<file path="config.mk">
export PLATFORM = sky130hd
export DESIGN_NAME = dmem_arbiter
export DESIGN_NICKNAME = d
export VERILOG_FILES = /design/src/rtl/dmem_arb_pkg.sv /design/src/rtl/rr_arb2.sv /design/src/rtl/dmem_arbiter.sv
export SDC_FILE = /design/constraint.sdc
export NUM_CORES = 1
export LEC_CHECK = 0
export ABC_AREA = 1
export CORE_AREA = 2 2 123 125
export CTS_CLUSTER_DIAMETER = 80
export DETAILED_ROUTE_END_ITERATION = 7
export DIE_AREA = 0 0 125 127
export PLACE_DENSITY = 0.59
export REMOVE_ABC_BUFFERS = 1
export SYNTH_ARGS = -nofsm -noshare
export SYNTH_HDL_FRONTEND = slang
export SYNTH_SLANG_ARGS = --single-unit
export TNS_END_PERCENT = 50
</file>
<file path="constraint.sdc">
create_clock -name clk -period 1.79 [get_ports clk]
set_input_delay 0.358 -clock clk [delete_from_list [all_inputs] [get_ports clk]]
set_output_delay 0.358 -clock clk [all_outputs]
set_load 0.1 [all_outputs]
</file>
<file path="src/rtl/dmem_arb_pkg.sv">
// dmem_arb_pkg: shared types and constants for the data-memory arbiter.
// Holds the response-owner encoding, default bus widths and the fixed
// requester index assignment used by the arbiter and its round-robin core.

package dmem_arb_pkg;

  // Default bus geometry.
  localparam int XLEN_DEF   = 32;
  localparam int ADDR_W_DEF = 32;

  // Requester slots in the two-bit request/grant vectors.
  localparam int IDX_CORE = 0;
  localparam int IDX_DBG  = 1;

  // Owner of the read accepted in the previous cycle.
  typedef enum logic [1:0] {
    OWN_NONE = 2'd0,
    OWN_CORE = 2'd1,
    OWN_DBG  = 2'd2
  } owner_t;

  // True when an accepted access is a read that will return data.
  function automatic logic is_read_accept(input logic gnt, input logic we);
    return gnt & ~we;
  endfunction

endpackage

</file>
<file path="src/rtl/rr_arb2.sv">
// rr_arb2: two-way round-robin grant generator.
// Grant is purely combinational from the requests, the force input and the
// registered last_win flag. last_win records which slot won the most recent
// contested, non-forced cycle; it resets to the debug slot so the core takes
// the first contest. force1 hands slot 1 the grant whenever it requests.

module rr_arb2
  import dmem_arb_pkg::*;
(
  input  logic       clk,
  input  logic       rst,
  input  logic [1:0] req,
  input  logic       force1,
  output logic [1:0] gnt
);

  logic last_win;     // 0: slot 0 won last contest, 1: slot 1 won
  logic forced;
  logic contested;

  assign forced    = force1 & req[IDX_DBG];
  assign contested = req[IDX_CORE] & req[IDX_DBG] & ~forced;

  // Grant selection: forced slot 1 first, then round-robin on contest,
  // otherwise the lone requester (or nobody).
  always_comb begin
    gnt = 2'b00;
    if (forced) begin
      gnt[IDX_DBG] = 1'b1;
    end else if (contested) begin
      if (last_win) begin
        gnt[IDX_CORE] = 1'b1;
      end else begin
        gnt[IDX_DBG] = 1'b1;
      end
    end else begin
      gnt = req;
    end
  end

  // History flag moves only on contested, non-forced cycles.
  always_ff @(posedge clk) begin
    if (rst) begin
      last_win <= 1'b1;
    end else if (contested) begin
      last_win <= gnt[IDX_DBG];
    end
  end

endmodule

</file>
<file path="src/rtl/dmem_arbiter.sv">
// dmem_arbiter: shares one single-port synchronous data memory between the
// core MEM stage and a debug/loader port. One access is granted per cycle;
// the winner's request is muxed onto the memory bus and read data is routed
// back one cycle later to whichever port issued the read.
//
// Build option: DMEM_ARB_LOCK_EN adds a debug lock. A debug acceptance with
// d_lock set holds the memory for the debug port (core stalls) until a debug
// acceptance with d_lock clear, or a cycle with d_req low. Without the macro
// d_lock is ignored and arbitration is plain round-robin.
//
// rsp_own   | meaning
// ----------+-----------------------------------------------
// OWN_NONE  | no read accepted last cycle; no rvalid
// OWN_CORE  | core read accepted last cycle; c_rvalid now
// OWN_DBG   | debug read accepted last cycle; d_rvalid now

module dmem_arbiter
  import dmem_arb_pkg::*;
#(
  parameter int XLEN   = XLEN_DEF,
  parameter int ADDR_W = ADDR_W_DEF
) (
  input  logic                clk,
  input  logic                rst,

  input  logic                c_req,
  input  logic                c_we,
  input  logic [ADDR_W-1:0]   c_addr,
  input  logic [XLEN-1:0]     c_wdata,
  input  logic [XLEN/8-1:0]   c_be,
  output logic                c_gnt,
  output logic                c_rvalid,
  output logic [XLEN-1:0]     c_rdata,
  output logic                core_stall,

  input  logic                d_req,
  input  logic                d_we,
  input  logic [ADDR_W-1:0]   d_addr,
  input  logic [XLEN-1:0]     d_wdata,
  input  logic [XLEN/8-1:0]   d_be,
  input  logic                d_lock,
  output logic                d_gnt,
  output logic                d_rvalid,
  output logic [XLEN-1:0]     d_rdata,

  output logic                mem_en,
  output logic                mem_we,
  output logic [ADDR_W-1:0]   mem_addr,
  output logic [XLEN-1:0]     mem_wdata,
  output logic [XLEN/8-1:0]   mem_be,
  input  logic [XLEN-1:0]     mem_rdata
);

  logic [1:0] req;
  logic [1:0] gnt;
  logic       force_dbg;
  owner_t     rsp_own;
  owner_t     rsp_own_nxt;

  assign req[IDX_CORE] = c_req;
  assign req[IDX_DBG]  = d_req;

`ifdef DMEM_ARB_LOCK_EN
  logic lock;

  // Lock follows d_lock on each debug acceptance and drops when debug idles.
  always_ff @(posedge clk) begin
    if (rst) begin
      lock <= 1'b0;
    end else if (!d_req) begin
      lock <= 1'b0;
    end else if (d_gnt) begin
      lock <= d_lock;
    end
  end

  assign force_dbg = lock;
`else
  logic unused_d_lock;

  assign unused_d_lock = d_lock;
  assign force_dbg     = 1'b0;
`endif

  rr_arb2 u_rr_arb2 (
    .clk    (clk),
    .rst    (rst),
    .req    (req),
    .force1 (force_dbg),
    .gnt    (gnt)
  );

  assign c_gnt      = gnt[IDX_CORE];
  assign d_gnt      = gnt[IDX_DBG];
  assign core_stall = c_req & ~c_gnt;
  assign mem_en     = c_gnt | d_gnt;

  // Memory bus carries the winner's request; idle bus is driven to zero.
  always_comb begin
    mem_we    = 1'b0;
    mem_addr  = '0;
    mem_wdata = '0;
    mem_be    = '0;
    if (c_gnt) begin
      mem_we    = c_we;
      mem_addr  = c_addr;
      mem_wdata = c_wdata;
      mem_be    = c_be;
    end else if (d_gnt) begin
      mem_we    = d_we;
      mem_addr  = d_addr;
      mem_wdata = d_wdata;
      mem_be    = d_be;
    end
  end

  // Next owner: whoever had a read accepted this cycle; writes leave none.
  always_comb begin
    rsp_own_nxt = OWN_NONE;
    if (is_read_accept(c_gnt, c_we)) begin
      rsp_own_nxt = OWN_CORE;
    end else if (is_read_accept(d_gnt, d_we)) begin
      rsp_own_nxt = OWN_DBG;
    end
  end

  // Response owner register; reset discards a read accepted in the reset cycle.
  always_ff @(posedge clk) begin
    if (rst) begin
      rsp_own <= OWN_NONE;
    end else begin
      rsp_own <= rsp_own_nxt;
    end
  end

  // Response demux: only the owner sees data, the other port reads zero.
  always_comb begin
    c_rvalid = 1'b0;
    d_rvalid = 1'b0;
    c_rdata  = '0;
    d_rdata  = '0;
    case (rsp_own)
      OWN_CORE: begin
        c_rvalid = 1'b1;
        c_rdata  = mem_rdata;
      end
      OWN_DBG: begin
        d_rvalid = 1'b1;
        d_rdata  = mem_rdata;
      end
      default: ;
    endcase
  end

endmodule

</file>
* Word-level counts from Yosys, hierarchy flattened
Index checks and enable logic that the tools add are counted.
** Word-level totals
- Word-level logic and storage cells :: 31
- Register bits :: 3
- Output and inout bits :: 139
** Cells by class
- Multiplexer cells :: 17
- Equality and inequality tests :: 2
- Reduce and logical (&&, ||, !) cells :: 1
- Bitwise logic cells :: 8
** Operators by type and width (number)
- two-way mux 32 bit :: 6
- two-way mux 4 bit :: 2
- two-way mux 1 bit :: 7
- bitwise AND 1 bit :: 4
- two-way mux 2 bit :: 2
- NOT 1 bit :: 3
- equality test 2 x 1 -> 1 bit, second input constant :: 1
- equality test 2 bit, second input constant :: 1
- OR reduction 2 bit :: 1
- OR 1 bit :: 1

* Logic depth before layout (Yosys ltp)
- Depth in word-level cells :: 5
- Mapped depth :: 5
- Gate-level depth less buffers :: 4

* Hierarchy
From an unflattened synthesis, not the netlist that was laid out.
** Unflattened totals
- Cell total of the unflattened synthesis :: 362
- Area total of the unflattened synthesis :: 1632.8 um2
** By module, submodules not included
- dmem_arbiter :: sequential area each 40.0 um2, area each 1562.7 um2, times used 1, cells an instance 350
- rr_arb2 :: sequential area each 20.0 um2, area each 70.1 um2, times used 1, cells an instance 12

* Worst setup path before layout
No wires, ideal clock.
- Path kind :: register to output
- Start point :: register rsp_own[1]
- End point :: output d_rdata[10]
- Stages on the path, launching flop included :: 6
- Arrival time :: 2.724 ns
- Buffers on the path :: 1
- Setup slack :: -1.292 ns
- Path through :: dfxtp_1 inv_1 nor2_2 inv_2 buf_2 nor2_1
** On the way
- Cells in the longest elaborated chain, start to end :: 2
** RTL lines
- start: declaration :: RTL line dmem_arbiter.sv:57 : owner_t rsp_own;
- start signal: assignment :: RTL line dmem_arbiter.sv:132 : rsp_own <= rsp_own_nxt;
- equality test 2 bit :: RTL line dmem_arbiter.sv:142 : case (rsp_own)
- two-way mux 32 bit :: RTL line dmem_arbiter.sv:142
- end: declaration :: RTL line dmem_arbiter.sv:44 : output logic [XLEN-1:0] d_rdata,
No other way between the ends.

* Worst setup path after layout
- Start point :: register rsp_own[1]
- End point :: output d_rdata[18]
The elaborated chain is that of the path after synthesis.

==> impl_results.md <==
- Die X: 125 um
- Final-report setup violation count: 0
- CP Capture Type: primary output
- Initial antenna violation count: 1
- Routed Antenna Nets: 0
- Distinct cell type count of the synthesized netlist: 16
- Starting density of the core: 0.150
- Final net count: between 800 and 900
- Fin cells: 849
- Minimum clock period: around 1.7 ns
- Synth warn: 0
- Min Hold Slack: 0.517 ns
- Hold path cells: 2
- Clock-pin slew on the worst setup and hold paths: 0.03 ns
- Grt ovf: 0
- Synthesized flop and latch total: 3
- Vias: 3,607
- Routed vias/inst: 4.25
- Post-route clock skew: 0.000654 ns
- R2R depth: 5
- Drt total wl: 12,900 um
- Final Wtd Congestion: 0.900
- Register area share after synthesis: 0.0277
- Synthesized cell area: around 2200 sq um
- Placed Cells: 842
- Slew Limit Fails: 0
- Synthesized area per cell: roughly 6.0 sq um
- Leakage: between 3 and 4 nW
- Dpl hpwl: 11,000 um
- Placeable Area: between 10,000 and 15,000 sq um
- Largest net degree at the start of global routing: 51
- Wirelength per Cell: 15.1 um
- IO buf count: 312
- Clock sink count: 3
- Share of the synthesized area in the top cell type: 0.319
- Slew Limit Headroom: 0.776
- Top fanout value on the critical path: 9
- Startpoint Class: flip-flop
- Clk_lat worst skew: 0.22 ns
- Worst Path Arrival: 1.37 ns
- Crit Path Class: reg2out
- Status: finished, final reports clean
- Post-Synthesis Cells: between 300 and 400
- Initial DRT Pass Iterations: 6
- Root Buffer: clkbuf_16
- Critical Path RT: 1.43 ns
- Vias in the first global route: around 3,700
- DRC: 0
- TritonCTS clock tree: built
- Peak Freq: 0.578 GHz
- Drt initial violations: 80
- Peak supply drop: 0.000269 V
- Pre-CTS setup slack: 0.0716 ns
- Ranking of synthesized cells by area: nand3_2 32%, nand3_1 16%, nand2_1 13%
- CTS Buffer Depth: 2
- Layout cells sized above 1: 0.377
- Power Total: 3.48 mW
- Die height: 127 um
- Total die area: 15,900 sq um
- RSZ-0062 raised after global routing: yes
- GRT Resource Usage Total: 0.144
- Cts bufs inserted: 3
- Tcrit/Tclk final: 0.967
- Rows: 44
- Final setup margin: 0.0593 ns
- Worst hold path class: reg2reg
- Worst slew pin tran: 0.336 ns
- IO Count: 314
- Max cap viols: 0
- P&R area growth vs syn: 221%
- Power per cell area: 499 nW/um^2
- First-pass GRT wire length: between 15,000 and 20,000 um
- H-tree levels: 1
- Fin. Hold Viols: 0
- Synth area leader: nand3_2
- Number of setup buffers added after CTS: 0
-- timing repair --
item | CTS | global route
hold endpoints to repair | 0 | 0
resized for setup | 1 | 13
endpoints found under the setup margin | 3 | 75
gates cloned | 0 | 2
hold buffers | 0 | 0
-- power by group --
group          total [mW]  switching [mW]  leakage (nW)  internal [mW]
logic                3.05            1.87          3.12           1.18
clock network       0.356          0.0620        0.0382          0.294
registers          0.0739         0.00280        0.0244         0.0711
total                3.48            1.94          3.18           1.54
-- metrics by stage --
step	TNS [ns]	instance area, sq um	util
final	0	6970	0.483
after global routing	-0.303	6970	0.483
after detailed placement	0	6790	0.471
after CTS	0	6880	0.477
after floorplan	-96.50	1830	-
after global placement	0	6790	0.471
-- logic make-up (layout without fill, tap and decap cells) --
logic type	count (synthesis)	in the layout	synth area share
and+or+nand+nor	285	285	0.747
buffers and inverters	76	376	0.226
DFF	3	3	0.0277
other	0	1	0
-- critical path, cell delays in order, from the launching register on --
cell and delay [ns]:
dfxtp_1 0.29, inv_1 0.05, nor2_2 0.11, inv_2 0.10, buf_4 0.19, nor2_1 0.20
buf_12 0.21
-- cell usage after synthesis, drive strengths merged --
library cell  instances
buf                  36
dfxtp                 3
inv                  40
nand2                77
nand3               140
nand3b                1
nor2                 66
nor3                  1
-- final timing paths --
check                                   startpoint                 end  slack [ns]
worst max-delay path                    rsp_own[1]         d_rdata[18]        0.06
worst min-delay path            u_rr_arb2.last_win  u_rr_arb2.last_win        0.52
worst max register to register  u_rr_arb2.last_win          rsp_own[0]        0.80
worst min register to register  u_rr_arb2.last_win  u_rr_arb2.last_win        0.52
-- layout make-up --
class,instances,area (sq um)
multi-input combinational,285,1640
inverter,40,150
tap,184,230
fill,1318,7460
clock buffer,4,78.8
antenna,1,2.50
timing repair buffer,332,4800
sequential,3,61.3
-- metal layers --
| layer | share of wire | routed length (um) | GRT usage |
|---|---|---|---|
| met5 | 0 | 0 | 0 |
| met4 | 0.040 | 508 | 0.0569 |
| met3 | 0.094 | 1210 | 0.0431 |
| met2 | 0.51 | 6590 | 0.276 |
| met1 | 0.35 | 4540 | 0.146 |
-- state kept, by name (all words and copies together), names as in the netlist --
name                count
rsp_own                 2
u_rr_arb2.last_win      1
-- placed cells by master (no fill, tap or decap) --
cell type / n
diode_2: 1
buf_6: 2
clkdlybuf4s50_1: 171
clkbuf_16: 5
dfxtp_1: 2
dfxtp_2: 1
nor2_1: 56
nor2_2: 10
nand2_2: 2
nand3_1: 71
nand3_2: 69
buf_16: 2
inv_2: 3
nand2_1: 74
buf_12: 144
inv_1: 37
clkbuf_1: 1
buf_2: 1
nand3b_1: 1
nand2_8: 1
nor3_1: 1
buf_4: 10
(Power assumes the default switching activity.)
